File: config.mk
export PLATFORM = sky130hd
export DESIGN_NAME = cordic_fixed_to_float
export DESIGN_NICKNAME = d
export VERILOG_FILES = /design/src/rtl/cordic_pkg.sv /design/src/rtl/priority_encoder32.sv /design/src/rtl/cordic_fixed_to_float.sv
export SDC_FILE = /design/constraint.sdc
export NUM_CORES = 1
export LEC_CHECK = 0
export ABC_AREA = 1
export ABC_CLOCK_PERIOD_IN_PS = 3760
export CORE_ASPECT_RATIO = 0.6
export CORE_MARGIN = 8
export CORE_UTILIZATION = 58
export CTS_CLUSTER_SIZE = 20
export DETAILED_ROUTE_END_ITERATION = 8
export PLACE_DENSITY = 0.81
export SYNTH_ARGS = -nofsm -noshare
export SYNTH_HDL_FRONTEND = slang
export SYNTH_HIERARCHICAL = 1
export SYNTH_SLANG_ARGS = --single-unit
File: constraint.sdc
create_clock -name clock -period 3.76 [get_ports clock]
set_input_delay 0.752 -clock clock [delete_from_list [all_inputs] [get_ports clock]]
set_output_delay 0.752 -clock clock [all_outputs]
set_load 0.01 [all_outputs]
File: src/rtl/cordic_pkg.sv
// Shared constants and the IEEE-754 single-precision field layout used by the
// CORDIC accelerator's fixed<->float conversion stages.
package cordic_pkg;

   localparam int FLOAT_BIAS   = 127;
   localparam int FLOAT_EXP_W  = 8;
   localparam int FLOAT_MANT_W = 23;
   localparam int FIXED_W      = 32;
   localparam int FIXED_POS_W  = $clog2(FIXED_W);

   typedef struct packed {
      logic                    sign;
      logic [FLOAT_EXP_W-1:0]  exp;
      logic [FLOAT_MANT_W-1:0] mant;
   } float32_t;

endpackage

File: src/rtl/priority_encoder32.sv
// Leading-one detector: idx is the position of the most significant set bit
// of req; valid is low when req is all zeros (idx is then 0).
module priority_encoder32
   import cordic_pkg::*;
(
   input  logic [FIXED_W-1:0]     req,
   output logic [FIXED_POS_W-1:0] idx,
   output logic                   valid
);

   always_comb begin
      // NOTE: default assignment before the loop keeps this purely combinational (no latch).
      idx = '0;
      for (int i = 0; i < FIXED_W; i++) begin
         if (req[i]) idx = FIXED_POS_W'(i);
      end
   end

   assign valid = |req;

endmodule

File: src/rtl/cordic_fixed_to_float.sv
// Three-stage pipelined converter from signed fixed-point (FRAC_BITS fraction
// bits) to IEEE-754 single: leading-one detect, normalise, round-to-nearest-even and pack.
module cordic_fixed_to_float
   import cordic_pkg::*;
#(
   parameter int FRAC_BITS = 31
) (
   input  logic               clock,
   input  logic               reset_n,
   input  logic               clk_en,
   input  logic               in_valid,
   input  logic [FIXED_W-1:0] fixed_in,
   output logic               out_valid,
   output logic [31:0]        float_out
);

   // Stage 1: sign, magnitude, leading-one position
   logic [FIXED_W-1:0]     mag;
   logic [FIXED_POS_W-1:0] lead_pos;
   logic                   lead_found;

   logic                   s1_valid;
   logic                   s1_sign;
   logic                   s1_zero;
   logic [FIXED_W-1:0]     s1_mag;
   logic [FIXED_POS_W-1:0] s1_pos;

   // Stage 2: normalised magnitude with the hidden one dropped, biased exponent
   logic                   s2_valid;
   logic                   s2_sign;
   logic                   s2_zero;
   logic [FIXED_W-2:0]     s2_norm;
   logic [8:0]             s2_exp;

   // Stage 3 combinational rounding
   logic                   guard_bit;
   logic                   sticky_bit;
   logic                   lsb_bit;
   logic                   round_up;
   logic [FLOAT_MANT_W:0]  mant_rnd;
   logic [8:0]             exp_rnd;
   float32_t               packed_word;

   assign mag = fixed_in[FIXED_W-1] ? -fixed_in : fixed_in;

   priority_encoder32 u_lead_one (
      .req   (mag),
      .idx   (lead_pos),
      .valid (lead_found)
   );

   // NOTE: only the valid bits and the output word are reset; the datapath registers
   // are qualified by their valid bit, so resetting them would only add muxes.
   always_ff @(posedge clock) begin
      if (clk_en && in_valid) begin
         s1_sign <= fixed_in[FIXED_W-1];
         s1_mag  <= mag;
         s1_pos  <= lead_pos;
         s1_zero <= ~lead_found;
      end
      if (clk_en && s1_valid) begin
         s2_sign <= s1_sign;
         s2_zero <= s1_zero;
         s2_norm <= (FIXED_W-1)'(s1_mag << (FIXED_POS_W'(FIXED_W - 1) - s1_pos));
         s2_exp  <= 9'(FLOAT_BIAS - FRAC_BITS) + 9'(s1_pos);
      end
   end

   always_comb begin
      guard_bit  = s2_norm[7];
      sticky_bit = |s2_norm[6:0];
      lsb_bit    = s2_norm[8];
      round_up   = guard_bit & (sticky_bit | lsb_bit);
      // A carry out of the mantissa leaves it all-zero and bumps the exponent.
      mant_rnd   = {1'b0, s2_norm[30:8]} + (FLOAT_MANT_W+1)'(round_up);
      exp_rnd    = s2_exp + 9'(mant_rnd[FLOAT_MANT_W]);

      packed_word.sign = s2_sign;
      packed_word.exp  = FLOAT_EXP_W'(exp_rnd);
      packed_word.mant = mant_rnd[FLOAT_MANT_W-1:0];
      if (s2_zero) packed_word = '0;
   end

   // Reset wins over clk_en so a stalled pipeline can still be flushed.
   always_ff @(posedge clock) begin
      if (!reset_n) begin
         s1_valid  <= 1'b0;
         s2_valid  <= 1'b0;
         out_valid <= 1'b0;
         float_out <= '0;
      end else if (clk_en) begin
         s1_valid  <= in_valid;
         s2_valid  <= s1_valid;
         out_valid <= s2_valid;
         if (s2_valid) float_out <= packed_word;
      end
   end

endmodule

==> out/results.ini <==
[timing]
fin_crit_sh_pct=89.5
slew_violations=0
final_critical_path_setup_slack_ps=394
post-route-min-period_ps=3370
clock_skew_ps=8.27
rsz0062_at_grt=no
hold_viol=0
final.setup.tns_ps=0
slew_headroom_pct=32.1
setup_viol=0
worst_pin_slew_ps=1020
whs_ps=430
fmax_mhz=297

[finish]
drive_gt1_share_pct=7.57
stdcell_count=1261
fin_util_pct=69.1
finalInstanceArea_mm2=0.00842
final_cell_mix=nand2_1 (327), nand3_1 (189), nor2_1 (89), inv_1 (88), edfxtp_1 (76)
layout_commonest_cell=nand2_1
fillers=1033
antenna_cells=0
nets=1131
area_growth_pct=15.3

[clock_tree]
clk_pin_slew_ps=70
clockBufferDepth=2
htree_levels=3
cts_tree=yes
cts_sinks=111
cts_made_buffers=9
insertion_delay_ps=350
cts_resized=0
root_buffer=clkbuf_16
post_cts_buffers=0
cts_hold_buffers=0

[floorplanning]
fp.dieArea_mm2=0.0166
num_rows=31
start_util_pct=59.9
core-area_mm2=0.0122
die_x_um=161
pin_count=69
die_h_um=103

[drt]
routed_via_density=5.74
vias=7236
wirelength_mm=21.1
drcViolationCount=0
wl_per_cell_um=16.7
detail-route-antenna-nets=0
drt_iter0_drc=1115
dr.pass1.iters=9

[yosys]
synth_fp_nets=1071
synth_cell_types=41
synth_seq_area_share_pct=40.9
yosysWarnings=6
synthFlopType=edfxtp_1
avgSynthCellArea_um2=7.08
synth-edff-count=76
async_flop_share_pct=0
ys_seq_elements=111
syn_inst=1031
synth_area_mm2=0.00730

[placement]
post-place-ws_ps=44.8
hpwl_mm=16.4
routabilityCongestion=0.958
dpl-instance-area_mm2=0.00812
placedCellCount=1245
port_buffers=68

[worst_hold_path]
hold_class=flop to flop

[worst_setup_path]
r2r_setup_slack_ps=1120
crit_required_ps=3870
crit_top_cell=nand2_1
path_max_fanout=3
start_kind=input port
worst-path-buf-inv=3
crit_arrival_ps=3480
critPathKind=input port to flop
cp_slowest_cell=clkdlybuf4s50_1
max_stage_delay_ps=470
cp_top_family=simple AND/OR/NAND/NOR gates
cp-end-kind=flop

[power_and_ir_drop]
finalPower_mw=2.99
vdd_drop_max_uv=222
leakage_nw=3.47
power.density_mw_per_mm2=355

[run_status]
status=finished, final reports clean

[global_routing]
grt_antenna_before_repair=0
grt_util_all_layers_pct=25.5
grt_pass1_vias=6416
grt_pass1_wl_mm=33.6
grt_max_degree=39
overflow=0

[job]
cap_viol_max_count=0

[layer usage]
metal  vias up  GRT usage (%)  share of wire, %
li1       3533              -                 -
met1      3250           38.9                47
met2       435           33.6                37
met3        18           9.05                14
met4         0           4.32              0.73
met5         -              0                 0
[power by group]
part	leakage, nW	total, mW	switching [mW]	internal, mW
clock	0.150	0.980	0.453	0.527
sequential	0.970	1.41	0.0448	1.37
combinational	2.35	0.595	0.396	0.199
[logic make-up after synthesis]
family          count (synthesis)  synth area share (%)
buf+inv                       139                  8.47
xor+xnor                       22                  2.64
flops                         111                  40.9
fa+ha+maj                       4                 0.686
simple gates                  660                  39.7
compound gates                 95                  7.70
[final cells by class]
| cell class | instances | area (µm²) | area share (%) |
|---|---|---|---|
| clock buffer | 9 | 225 | 2.67 |
| clock inverter | 7 | 80.1 | 0.951 |
| inverter | 99 | 388 | 4.61 |
| multi-input combinational | 781 | 3700 | 43.9 |
| sequential | 111 | 2980 | 35.4 |
| tap | 165 | 206 | 2.45 |
| timing repair buffer | 89 | 838 | 9.96 |
[synthesized netlist by cell type, types with 2 or more instances]
| cell | instances | share of area, % |
|---|---|---|
| nand2_1 | 327 | 17 |
| nand3_1 | 189 | 13 |
| nor2_1 | 89 | 4.6 |
| inv_1 | 88 | 4.5 |
| edfxtp_1 | 76 | 31 |
| a21oi_1 | 38 | 2.6 |
| dfxtp_1 | 35 | 9.6 |
| o21ai_0 | 20 | 1.4 |
| xor2_1 | 19 | 2.3 |
| nand4_1 | 16 | 1.4 |
| clkbuf_1 | 15 | 0.77 |
| o211ai_1 | 12 | 1.2 |
| nor2_2 | 11 | 0.94 |
| o21ai_1 | 9 | 0.62 |
| buf_6 | 8 | 1.2 |
| inv_2 | 8 | 0.41 |
| buf_1 | 7 | 0.36 |
| buf_2 | 7 | 0.48 |
| nand2_2 | 7 | 0.60 |
| nor2_4 | 7 | 1.1 |
| o21bai_1 | 6 | 0.62 |
| ha_1 | 4 | 0.69 |
| nor4_1 | 4 | 0.34 |
| buf_4 | 3 | 0.31 |
| nor3_1 | 3 | 0.21 |
| xnor2_1 | 3 | 0.36 |
| a21oi_2 | 2 | 0.24 |
| a31oi_1 | 2 | 0.17 |
| nand3_2 | 2 | 0.27 |
| o21ai_2 | 2 | 0.24 |
| or2_2 | 2 | 0.17 |
[registers in the layout, summed over array words and instances (netlist names)]
name       count
s2_sign        1
s2_norm       31
out_valid      1
s2_zero        1
s1_zero        1
s2_valid       1
s1_valid       1
s2_exp         5
s1_sign        1
s1_pos         5
float_out     32
s1_mag        31
[final timing paths]
path,end,startpoint,cells after the start
min reg2reg,s2_sign$_DFFE_PP_,s1_sign$_DFFE_PP_,0
max reg2reg,s2_norm[19]$_DFFE_PP_,s1_pos[1]$_DFFE_PP_,7
max,s1_pos[0]$_DFFE_PP_,fixed_in[0],34
min,s2_sign$_DFFE_PP_,s1_sign$_DFFE_PP_,0
Note: power is estimated with default switching activity, not from simulation.
==> RTL edit (same flow settings) <==
Reset style: asynchronous (`reset_n`), changed in one clocked block.
--- a/src/rtl/cordic_fixed_to_float.sv
+++ b/src/rtl/cordic_fixed_to_float.sv
@@ -82,7 +82,7 @@
    end
 
    // Reset wins over clk_en so a stalled pipeline can still be flushed.
-   always_ff @(posedge clock) begin
+   always_ff @(posedge clock or negedge reset_n) begin
       if (!reset_n) begin
          s1_valid  <= 1'b0;
          s2_valid  <= 1'b0;
Function: differs if reset_n is asserted again (counterexample within 4 cycles, from zero or initial values and one cycle with reset_n low); with reset_n held inactive, the same outputs for 4 cycles.
==> RTL edit against the unedited design <==
- register-to-register slack better by 90 ps
- total power is 11% higher
- sequential power grew 7%
- non-clock buffer count down 9
- global-route usage grew 0.39 points
- sequential cell count unchanged
- utilization decreased by 0.53 points
- first-iteration DRC count down 13%
- wire length down 2.0%
- cell area fell by 1.7%
- worst setup slack got worse by 8.4 ps
- area after synthesis decreased by 1.7%
- largest cell class unchanged
- largest power group unchanged
==> RTL edit: results (changes against the unedited design) <==
initial DRC count=970 (was 1115); TritonRoute pass-1 iters=6 (was 9); top cell type's share of synthesized area=31.8% (was 31.3%); Synth area leaders=edfxtp_1 32%, nand2_1 17%, nand3_1 13% (was edfxtp_1 31%, nand2_1 17%, nand3_1 13%); vias in the first global route=6338 (was 6416); Synth cell types=38 (was 41); largest net degree at the start of global routing=39 (unchanged); arrival time at the worst endpoint=3490 ps (was 3480 ps); Skew-Pair Late Insertion Delay=350 ps (about the same); reg2reg setup slack=1210 ps (was 1120 ps); worst r2r src=s2_norm[8] (was s1_pos[1]); RD Place Congestion=0.931 (was 0.958); layout cell share with drive strength beyond 1=4.36% (was 7.57%); Seq. pwr=1.51 mW (was 1.41 mW); Vias=7049 (was 7236); Compound-Gate Fraction of Synth Area=6.40% (was 7.69%); Synth Area in Adders=0.698% (was 0.686%); combinational fraction of design power=23.5% (was 19.9%); Sw Ratio=31.2% (was 29.9%); Nets=1089 (was 1131); actual slew at the worst max-slew pin=907 ps (was 1020 ps); Post-Syn Nets=1037 (was 1071); Critical Path Fanout Max=5 (was 3); multiplexer share of the synthesized area=0% (unchanged); reg2reg end=float_out[29] (was s2_norm[19]); worst reg2reg path depth=13 (was 7); cell count of the worst hold path=0 (unchanged); ys async rst share=31.5% (was 0%); Commonest cells post-synth=326 x nand2_1, 186 x nand3_1, 107 x nor2_1, 86 x inv_1, 76 x edfxtp_1 (was 327 x nand2_1, 189 x nand3_1, 89 x nor2_1, 88 x inv_1, 76 x edfxtp_1); Min Hold Slack=437 ps (was 430 ps); Tot GR Track Use=25.9% (was 25.5%); post-synthesis sequential area ratio=44.0% (was 40.9%); DP HPWL=16200 um (was 16400 um); Leakage=3.68 nW (was 3.47 nW); largest vdd supply drop=267 uV (was 222 uV); drt wl/cell=16.9 um (was 16.7 um); setup bufs post-CTS=0 (unchanged); hold endpoint=s2_sign (unchanged); Synth Area in XOR/XNOR=2.44% (was 2.64%); CP max stage delay=420 ps (was 470 ps); outcome=completed (unchanged); first-pass GRT wire length=33500 um (was 33600 um); Clock Skew=8.19 ps (was 8.27 ps)
[RTL edit: cell count changes in the layout (fill, tap and decap cells not counted), moves of 5 or more]
| cell | before | now |
|---|---|---|
| nor2_1 | 89 | 107 |
| nor2_2 | 11 | 3 |
| buf_4 | 21 | 12 |
| o211ai_1 | 12 | 4 |
| o21ai_0 | 20 | 41 |
| nor2_4 | 7 | 1 |
| dfxtp_1 | 35 | 0 |
| a21oi_1 | 38 | 6 |
| nand2_2 | 7 | 2 |
| dfrtp_1 | 0 | 35 |
| a22o_1 | 0 | 7 |
| xor2_1 | 19 | 13 |
[RTL edit: per-stage QoR]
step	cells	utilization [%]	cell area, sq um	setup WS, ps
2_1_floorplan	997	-	7170	782
3_3_place_gp	1203	65.9	7950	119
3_5_place_dp	1203	65.9	7950	92.9
4_1_cts	1219	68.6	8280	454
5_1_grt	1219	68.6	8280	24.3
6_report	1219	68.6	8280	385
[RTL edit: area by class of cell]
| cell class | count | area (sq um) |
|---|---|---|
| multi-input combinational | 754 | 3450 |
| clock buffer | 9 | 225 |
| fill | 1050 | 3790 |
| sequential | 111 | 3160 |
| clock inverter | 7 | 100 |
| inverter | 93 | 368 |
| timing repair buffer | 80 | 766 |
| tap | 165 | 206 |
[RTL edit: layer usage]
metal	global-route usage, %	part of all wire [%]	vias to the layer above
li1	-	-	3395
met1	41.4	50	3221
met2	32.6	36	413
met3	8.33	14	18
met4	3.75	0.66	2
met5	2.41	0.24	-
[RTL edit: critical path, delay by kind of cell]
kind,cells,cell delay [ps]
fa+ha+maj,1,160
buf+inv,3,570
xor+xnor,1,240
simple gates,26,1760
